**src/rtl/vpe_fea_feeder_if.sv**
```systemverilog
// Feature-feeder bus: parser word stream in, controller fetch handshake and status out.
// slave = feeder side, master = parser/controller side.
interface vpe_fea_feeder_if #(
    parameter int DATA_W    = 8,
    parameter int NUM_WORDS = 16,
    parameter int DEPTH     = 4
);
    logic                          s_valid;
    logic                          s_ready;
    logic [DATA_W-1:0]             s_data;
    logic                          s_last;
    logic                          fetch_pkt_fea;
    logic                          pkt_fea_valid;
    logic [NUM_WORDS*DATA_W-1:0]   pkt_fea;
    logic                          fea_err;
    logic [15:0]                   drop_cnt;
    logic [$clog2(DEPTH):0]        fifo_level;

    modport slave (
        input  s_valid, s_data, s_last, fetch_pkt_fea,
        output s_ready, pkt_fea_valid, pkt_fea, fea_err, drop_cnt, fifo_level
    );

    modport master (
        output s_valid, s_data, s_last, fetch_pkt_fea,
        input  s_ready, pkt_fea_valid, pkt_fea, fea_err, drop_cnt, fifo_level
    );
endinterface

```
**src/rtl/vpe_fea_feeder.sv**
```systemverilog
// Assembles parser feature words into NUM_WORDS-wide vectors, buffers them, serves one per fetch.
// Optional FEA_DROP_CNT_EN: saturating count of malformed (short/long) packets on drop_cnt.
module vpe_fea_feeder #(
    parameter int DATA_W    = 8,
    parameter int NUM_WORDS = 16,
    parameter int DEPTH     = 4
) (
    input  logic               clk,
    input  logic               rst,
    vpe_fea_feeder_if.slave    bus
);
    localparam int CW = (NUM_WORDS > 1) ? $clog2(NUM_WORDS) : 1;
    localparam int PW = $clog2(DEPTH) + 1;
    localparam int AW = PW - 1;
    localparam logic [CW-1:0] LAST_IDX = CW'(NUM_WORDS - 1);

    localparam logic [1:0] ST_IDLE     = 2'd0;
    localparam logic [1:0] ST_PRESENT  = 2'd1;
    localparam logic [1:0] ST_WAIT_LOW = 2'd2;

    logic [CW-1:0]                        r_word_cnt;
    logic                                 r_drop;
    logic [NUM_WORDS-1:0][DATA_W-1:0]     r_asm;
    logic [NUM_WORDS-1:0][DATA_W-1:0]     r_mem [DEPTH];
    logic [PW-1:0]                        r_wptr;
    logic [PW-1:0]                        r_rptr;
    logic [1:0]                           r_state;
    logic [NUM_WORDS-1:0][DATA_W-1:0]     r_pkt_fea;
    logic                                 r_err;

    logic [PW-1:0]                        w_level;
    logic                                 w_full;
    logic                                 w_at_end;
    logic                                 w_commit_word;
    logic                                 w_ready;
    logic                                 w_acc;
    logic                                 w_push;
    logic                                 w_short;
    logic                                 w_long;
    logic                                 w_pop;
    logic [NUM_WORDS-1:0][DATA_W-1:0]     w_push_vec;

    assign w_level       = r_wptr - r_rptr;
    assign w_full        = (w_level == PW'(DEPTH));
    assign w_at_end      = (r_word_cnt == LAST_IDX);
    // Only a word that completes a vector needs FIFO space; discarded tail words never stall.
    assign w_commit_word = !r_drop && (bus.s_last || w_at_end);
    assign w_ready       = rst && (!w_full || !w_commit_word);
    assign w_acc         = bus.s_valid && w_ready;
    assign w_push        = w_acc && w_commit_word;
    assign w_short       = w_push && bus.s_last && !w_at_end;
    assign w_long        = w_push && !bus.s_last && w_at_end;
    assign w_pop         = (r_state == ST_IDLE) && bus.fetch_pkt_fea && (w_level != '0);

    // Lanes past the current word are still zero from the previous commit, so short packets pad for free.
    for (genvar k = 0; k < NUM_WORDS; k++) begin : g_lane
        assign w_push_vec[k] = (r_word_cnt == CW'(k)) ? bus.s_data : r_asm[k];
    end

    always_ff @(posedge clk or negedge rst) begin
        if (!rst) begin
            r_word_cnt <= '0;
            r_drop     <= 1'b0;
            r_asm      <= '0;
        end else if (w_acc) begin
            if (r_drop) begin
                if (bus.s_last) r_drop <= 1'b0;
            end else if (w_push) begin
                r_word_cnt <= '0;
                r_asm      <= '0;
                r_drop     <= w_long;
            end else begin
                r_asm[r_word_cnt] <= bus.s_data;
                r_word_cnt        <= r_word_cnt + CW'(1);
            end
        end
    end

    always_ff @(posedge clk) begin
        if (w_push) r_mem[r_wptr[AW-1:0]] <= w_push_vec;
    end

    always_ff @(posedge clk or negedge rst) begin
        if (!rst) begin
            r_wptr <= '0;
            r_err  <= 1'b0;
        end else begin
            if (w_push) r_wptr <= r_wptr + PW'(1);
            if (w_short || w_long) r_err <= 1'b1;
        end
    end

    // WAIT_LOW swallows the controller's request lingering past the pulse.
    always_ff @(posedge clk or negedge rst) begin
        if (!rst) begin
            r_state   <= ST_IDLE;
            r_rptr    <= '0;
            r_pkt_fea <= '0;
        end else begin
            case (r_state)
                ST_IDLE: begin
                    if (w_pop) begin
                        r_pkt_fea <= r_mem[r_rptr[AW-1:0]];
                        r_rptr    <= r_rptr + PW'(1);
                        r_state   <= ST_PRESENT;
                    end
                end
                ST_PRESENT:  r_state <= ST_WAIT_LOW;
                ST_WAIT_LOW: if (!bus.fetch_pkt_fea) r_state <= ST_IDLE;
                default:     r_state <= ST_IDLE;
            endcase
        end
    end

`ifdef FEA_DROP_CNT_EN
    logic [15:0] r_drop_cnt;

    always_ff @(posedge clk or negedge rst) begin
        if (!rst) r_drop_cnt <= '0;
        else if ((w_short || w_long) && (r_drop_cnt != 16'hFFFF)) r_drop_cnt <= r_drop_cnt + 16'd1;
    end

    assign bus.drop_cnt = r_drop_cnt;
`else
    assign bus.drop_cnt = '0;
`endif

    assign bus.s_ready       = w_ready;
    assign bus.pkt_fea_valid = (r_state == ST_PRESENT);
    assign bus.pkt_fea       = r_pkt_fea;
    assign bus.fea_err       = r_err;
    assign bus.fifo_level    = w_level;
endmodule

```
**src/flat_wrapper.sv**
```systemverilog
// flat-port wrapper written by rule: the top's interface ports become plain ports
module vpe_fea_feeder_flat 
#(
    parameter int DATA_W    = 8,
    parameter int NUM_WORDS = 16,
    parameter int DEPTH     = 4
)
  (clk, rst, bus_s_valid, bus_s_data, bus_s_last, bus_fetch_pkt_fea, bus_s_ready, bus_pkt_fea_valid, bus_pkt_fea, bus_fea_err, bus_drop_cnt, bus_fifo_level);
  vpe_fea_feeder_if #(.DATA_W(DATA_W), .NUM_WORDS(NUM_WORDS), .DEPTH(DEPTH)) bus_i ();
  input  logic clk;
  input  logic rst;
  input wire logic [$bits(bus_i.s_valid)-1:0] bus_s_valid;
  input wire logic [$bits(bus_i.s_data)-1:0] bus_s_data;
  input wire logic [$bits(bus_i.s_last)-1:0] bus_s_last;
  input wire logic [$bits(bus_i.fetch_pkt_fea)-1:0] bus_fetch_pkt_fea;
  output wire logic [$bits(bus_i.s_ready)-1:0] bus_s_ready;
  output wire logic [$bits(bus_i.pkt_fea_valid)-1:0] bus_pkt_fea_valid;
  output wire logic [$bits(bus_i.pkt_fea)-1:0] bus_pkt_fea;
  output wire logic [$bits(bus_i.fea_err)-1:0] bus_fea_err;
  output wire logic [$bits(bus_i.drop_cnt)-1:0] bus_drop_cnt;
  output wire logic [$bits(bus_i.fifo_level)-1:0] bus_fifo_level;
  assign bus_i.s_valid = bus_s_valid;
  assign bus_i.s_data = bus_s_data;
  assign bus_i.s_last = bus_s_last;
  assign bus_i.fetch_pkt_fea = bus_fetch_pkt_fea;
  assign bus_s_ready = bus_i.s_ready;
  assign bus_pkt_fea_valid = bus_i.pkt_fea_valid;
  assign bus_pkt_fea = bus_i.pkt_fea;
  assign bus_fea_err = bus_i.fea_err;
  assign bus_drop_cnt = bus_i.drop_cnt;
  assign bus_fifo_level = bus_i.fifo_level;
  vpe_fea_feeder #(.DATA_W(DATA_W), .NUM_WORDS(NUM_WORDS), .DEPTH(DEPTH)) u_core (.clk(clk), .rst(rst), .bus(bus_i));
endmodule
```
**config.mk**
```make
export PLATFORM = sky130hd
export DESIGN_NAME = vpe_fea_feeder_flat
export DESIGN_NICKNAME = d
export VERILOG_FILES = /design/src/rtl/vpe_fea_feeder_if.sv /design/src/rtl/vpe_fea_feeder.sv /design/src/flat_wrapper.sv
export SDC_FILE = /design/constraint.sdc
export NUM_CORES = 1
export LEC_CHECK = 0
export BUFFER_PORTS_ARGS = -buffer_cell sky130_fd_sc_hd__buf_4
export CORE_MARGIN = 4
export CORE_UTILIZATION = 50
export DETAILED_ROUTE_END_ITERATION = 6
export PLACE_DENSITY = 0.67
export RECOVER_POWER = 25
export REMOVE_ABC_BUFFERS = 1
export SYNTH_ARGS = -nofsm -noshare
export SYNTH_HDL_FRONTEND = slang
export SYNTH_SLANG_ARGS = --single-unit
```
**constraint.sdc**
```tcl
create_clock -name clk -period 8 [get_ports clk]
set_input_delay 0.4 -clock clk [delete_from_list [all_inputs] [get_ports clk]]
set_output_delay 0.4 -clock clk [all_outputs]
set_load 0.1 [all_outputs]
```
==> run summary <==
run status -> finished with violations
failing checks -> max-capacitance violations, max-slew violations
R2R Path Start -> u_core.r_rptr[0]
r2r worst-path depth -> 8
n_diodes -> 0
slowest CP cell -> clkbuf_1
Worst-Margin Slew -> 3.17 ns
vias in the first global route -> 20586
I/O Buffers -> 146
CTS tree -> done
via count -> 20445
sequential fraction of the synthesis area -> 66.8%
largest net degree at the start of global routing -> 244
WL final -> 75600 um
Final period util -> 73.9%
type of the tightest min-delay check -> in2reg
Starting Density -> 50.4%
Cell Chain, Critical Path -> dlygate4sd3_1 > clkbuf_1 > and3b_4 > o2111ai_1 > inv_6 > buf_4
FF-to-FF End -> u_core.r_mem[0][9]
CP Data Required Time -> 8.23 ns
Final min period -> 5.91 ns
DR pass1 iterations -> 5
setup violators final -> 0
IO Pins -> 163
GR Overflow Total -> 0
total global-route track usage -> 21.3%
Post-CTS Repair Setup Buffers -> 0
die area -> 70500 um^2
Max Cap Viol -> 1
share of cells above drive strength 1 -> 14.4%
Post-synth EDFFs -> 512
hold depth -> 2
DR WL/cell -> 22.8 um
post-synth cell types -> 44
Post-synth top flop -> edfxtp_1
CTS max path bufs -> 3
Max Fclk -> 169 MHz
height of the die -> 265 um
Synth Cell Area -> 33100 um^2
post-cts resize count -> 0
Worst Path Arrival -> 6.14 ns
async set-reset flop share out of synthesis -> 34.5%
Yosys warning count -> 0
drc violations -> 0
TritonCTS Buffers -> 80
chip width -> 265 um
Core ar. -> 65700 um^2
Synth Area per Inst -> 14.1 um^2
vias per cell -> 6.16
synthesized instance count -> 2353
RSZ-0062 raised after global routing -> no
clock sinks -> 782
hold path start -> bus_s_last
Initial DRC Count -> 2123
slowest stage delay, CP -> 2.20 ns
crit path max fanout -> 72
row count -> 94
Slew HR -> -111%
crit path kind -> in2reg
later-pin clock latency in the skew report -> 0.64 ns
Fin Hold WS -> 0.0457 ns
Layout area overhead -> 10.8%
Root Buffer Master -> clkbuf_16
hpwl dp -> 41800 um
CTS HTree Levels -> 3
initial antenna violation count -> 0
final-report hold violation count -> 0
startpoint types -> input port
routability cong. -> 0.772
cts hold-fix bufs -> 1
antenna viol nets, final -> 0
fin. max-slew vios -> 50
Hold Path Sink -> u_core.r_drop
CP endpoint kind -> flop
flops & latches, synth -> 782
first-pass GRT wire length -> 119000 um
clk slew on worst S/H paths -> 0.07 ns
R2R setup slack -> 3.29 ns
Fin Clk Skew -> 0.0358 ns
Final nets -> 2409
[metrics by stage]
step                setup TNS, ns  utilization, %  worst slack, ns  area [um^2]  instances
floorplan                -3777.89               -            -7.32        32100       2132
global placement                0            52.6             3.24        34600       3166
detailed placement              0            52.6             3.18        34600       3166
CTS                             0            56.6             3.13        37200       3317
global route                    0            55.9             1.59        36700       3317
finish                          0            55.9             2.09        36700       3317
[worst max-delay path: cells and delay by family]
family,cells,cell delay [ns]
and+or+nand+nor,1,0.87
AOI/OAI and AO/OA,1,0.36
buffers and inverters,4,4.31
[registers in the layout (all words and copies together) (netlist names)]
| register | cells |
|---|---|
| u_core.r_mem | 512 |
| u_core.bus.pkt_fea | 128 |
| u_core.r_asm | 128 |
| u_core.r_word_cnt | 4 |
| u_core.r_rptr | 3 |
| u_core.r_wptr | 3 |
| u_core.r_state | 2 |
| u_core.bus.fea_err | 1 |
| u_core.r_drop | 1 |
[metal layers]
| layer | track usage [%] | vias up | wire length [um] |
|---|---|---|---|
| li1 | - | 8968 | - |
| met1 | 29.4 | 10446 | 30800 |
| met2 | 35.5 | 892 | 37700 |
| met3 | 3.51 | 139 | 5260 |
| met4 | 6.01 | 0 | 1830 |
| met5 | 0 | - | 0 |
[layout make-up]
type | count | area (um^2)
inverter | 9 | 41.3
fill | 5154 | 29000
tap | 864 | 1080
sequential | 782 | 22100
multi-input combinational | 1341 | 9990
clock inverter | 48 | 541
clock buffer | 102 | 2120
timing repair buffer | 171 | 807
[cell usage in the layout, fill, tap and decap left out, drive strengths merged, types with 5 or more instances in the layout]
master	count
clkinv	33
ha	10
and3b	10
nor2b	11
bufinv	10
inv	13
nand2	483
edfxtp	512
dfrtp	270
conb	16
nand3b	11
buf	39
nand3	128
clkbuf	233
mux4	128
nor3b	5
nand4	362
xnor2	5
mux2	138
[logic make-up after synthesis]
group	count (synthesis)	synth area share [%]
multiplexers	266	13.4
XOR/XNOR	6	0.200
flip-flops	782	66.8
other	1	0.0113
adder cells (fa/ha/maj)	11	0.438
AND/OR/NAND/NOR	1024	15.4
buffers and inverters	245	3.35
AO/OA/AOI/OAI	18	0.378
[how the worst max path moves through the flow]
stage / start / cells past startpoint / slack [ns] / end
2_1_floorplan: u_core.r_word_cnt[2] / 3 / -7.32 / u_core.r_mem[0][0]
3_3_place_gp: u_core.r_rptr[0] / 8 / 3.24 / u_core.r_mem[1][6]
3_5_place_dp: u_core.r_rptr[0] / 8 / 3.18 / u_core.r_mem[0][19]
4_1_cts: u_core.r_rptr[0] / 8 / 3.13 / u_core.r_mem[0][123]
5_1_grt: rst / 6 / 1.59 / u_core.r_mem[3][18]
6_report: rst / 6 / 2.09 / u_core.r_mem[3][6]
[synth_stat cells, drive strengths merged (3+ instances only)]
| cell type | number | area share, % |
|---|---|---|
| a21oi | 4 | 0.060 |
| a31oi | 3 | 0.057 |
| and2 | 4 | 0.076 |
| and3 | 3 | 0.057 |
| and3b | 10 | 0.26 |
| buf | 98 | 1.7 |
| clkbuf | 138 | 1.6 |
| dfrtp | 270 | 20 |
| edfxtp | 512 | 46 |
| ha | 10 | 0.38 |
| inv | 9 | 0.10 |
| mux2 | 138 | 4.7 |
| mux4 | 128 | 8.7 |
| nand2 | 483 | 5.5 |
| nand3 | 128 | 1.9 |
| nand3b | 11 | 0.25 |
| nand4 | 362 | 6.8 |
| nor2b | 11 | 0.21 |
| nor3b | 5 | 0.17 |
| or3b | 4 | 0.11 |
| xnor2 | 5 | 0.13 |
Power is not shown: default switching activity piles up to over one toggle a cycle in this logic, so the estimate is an artifact.
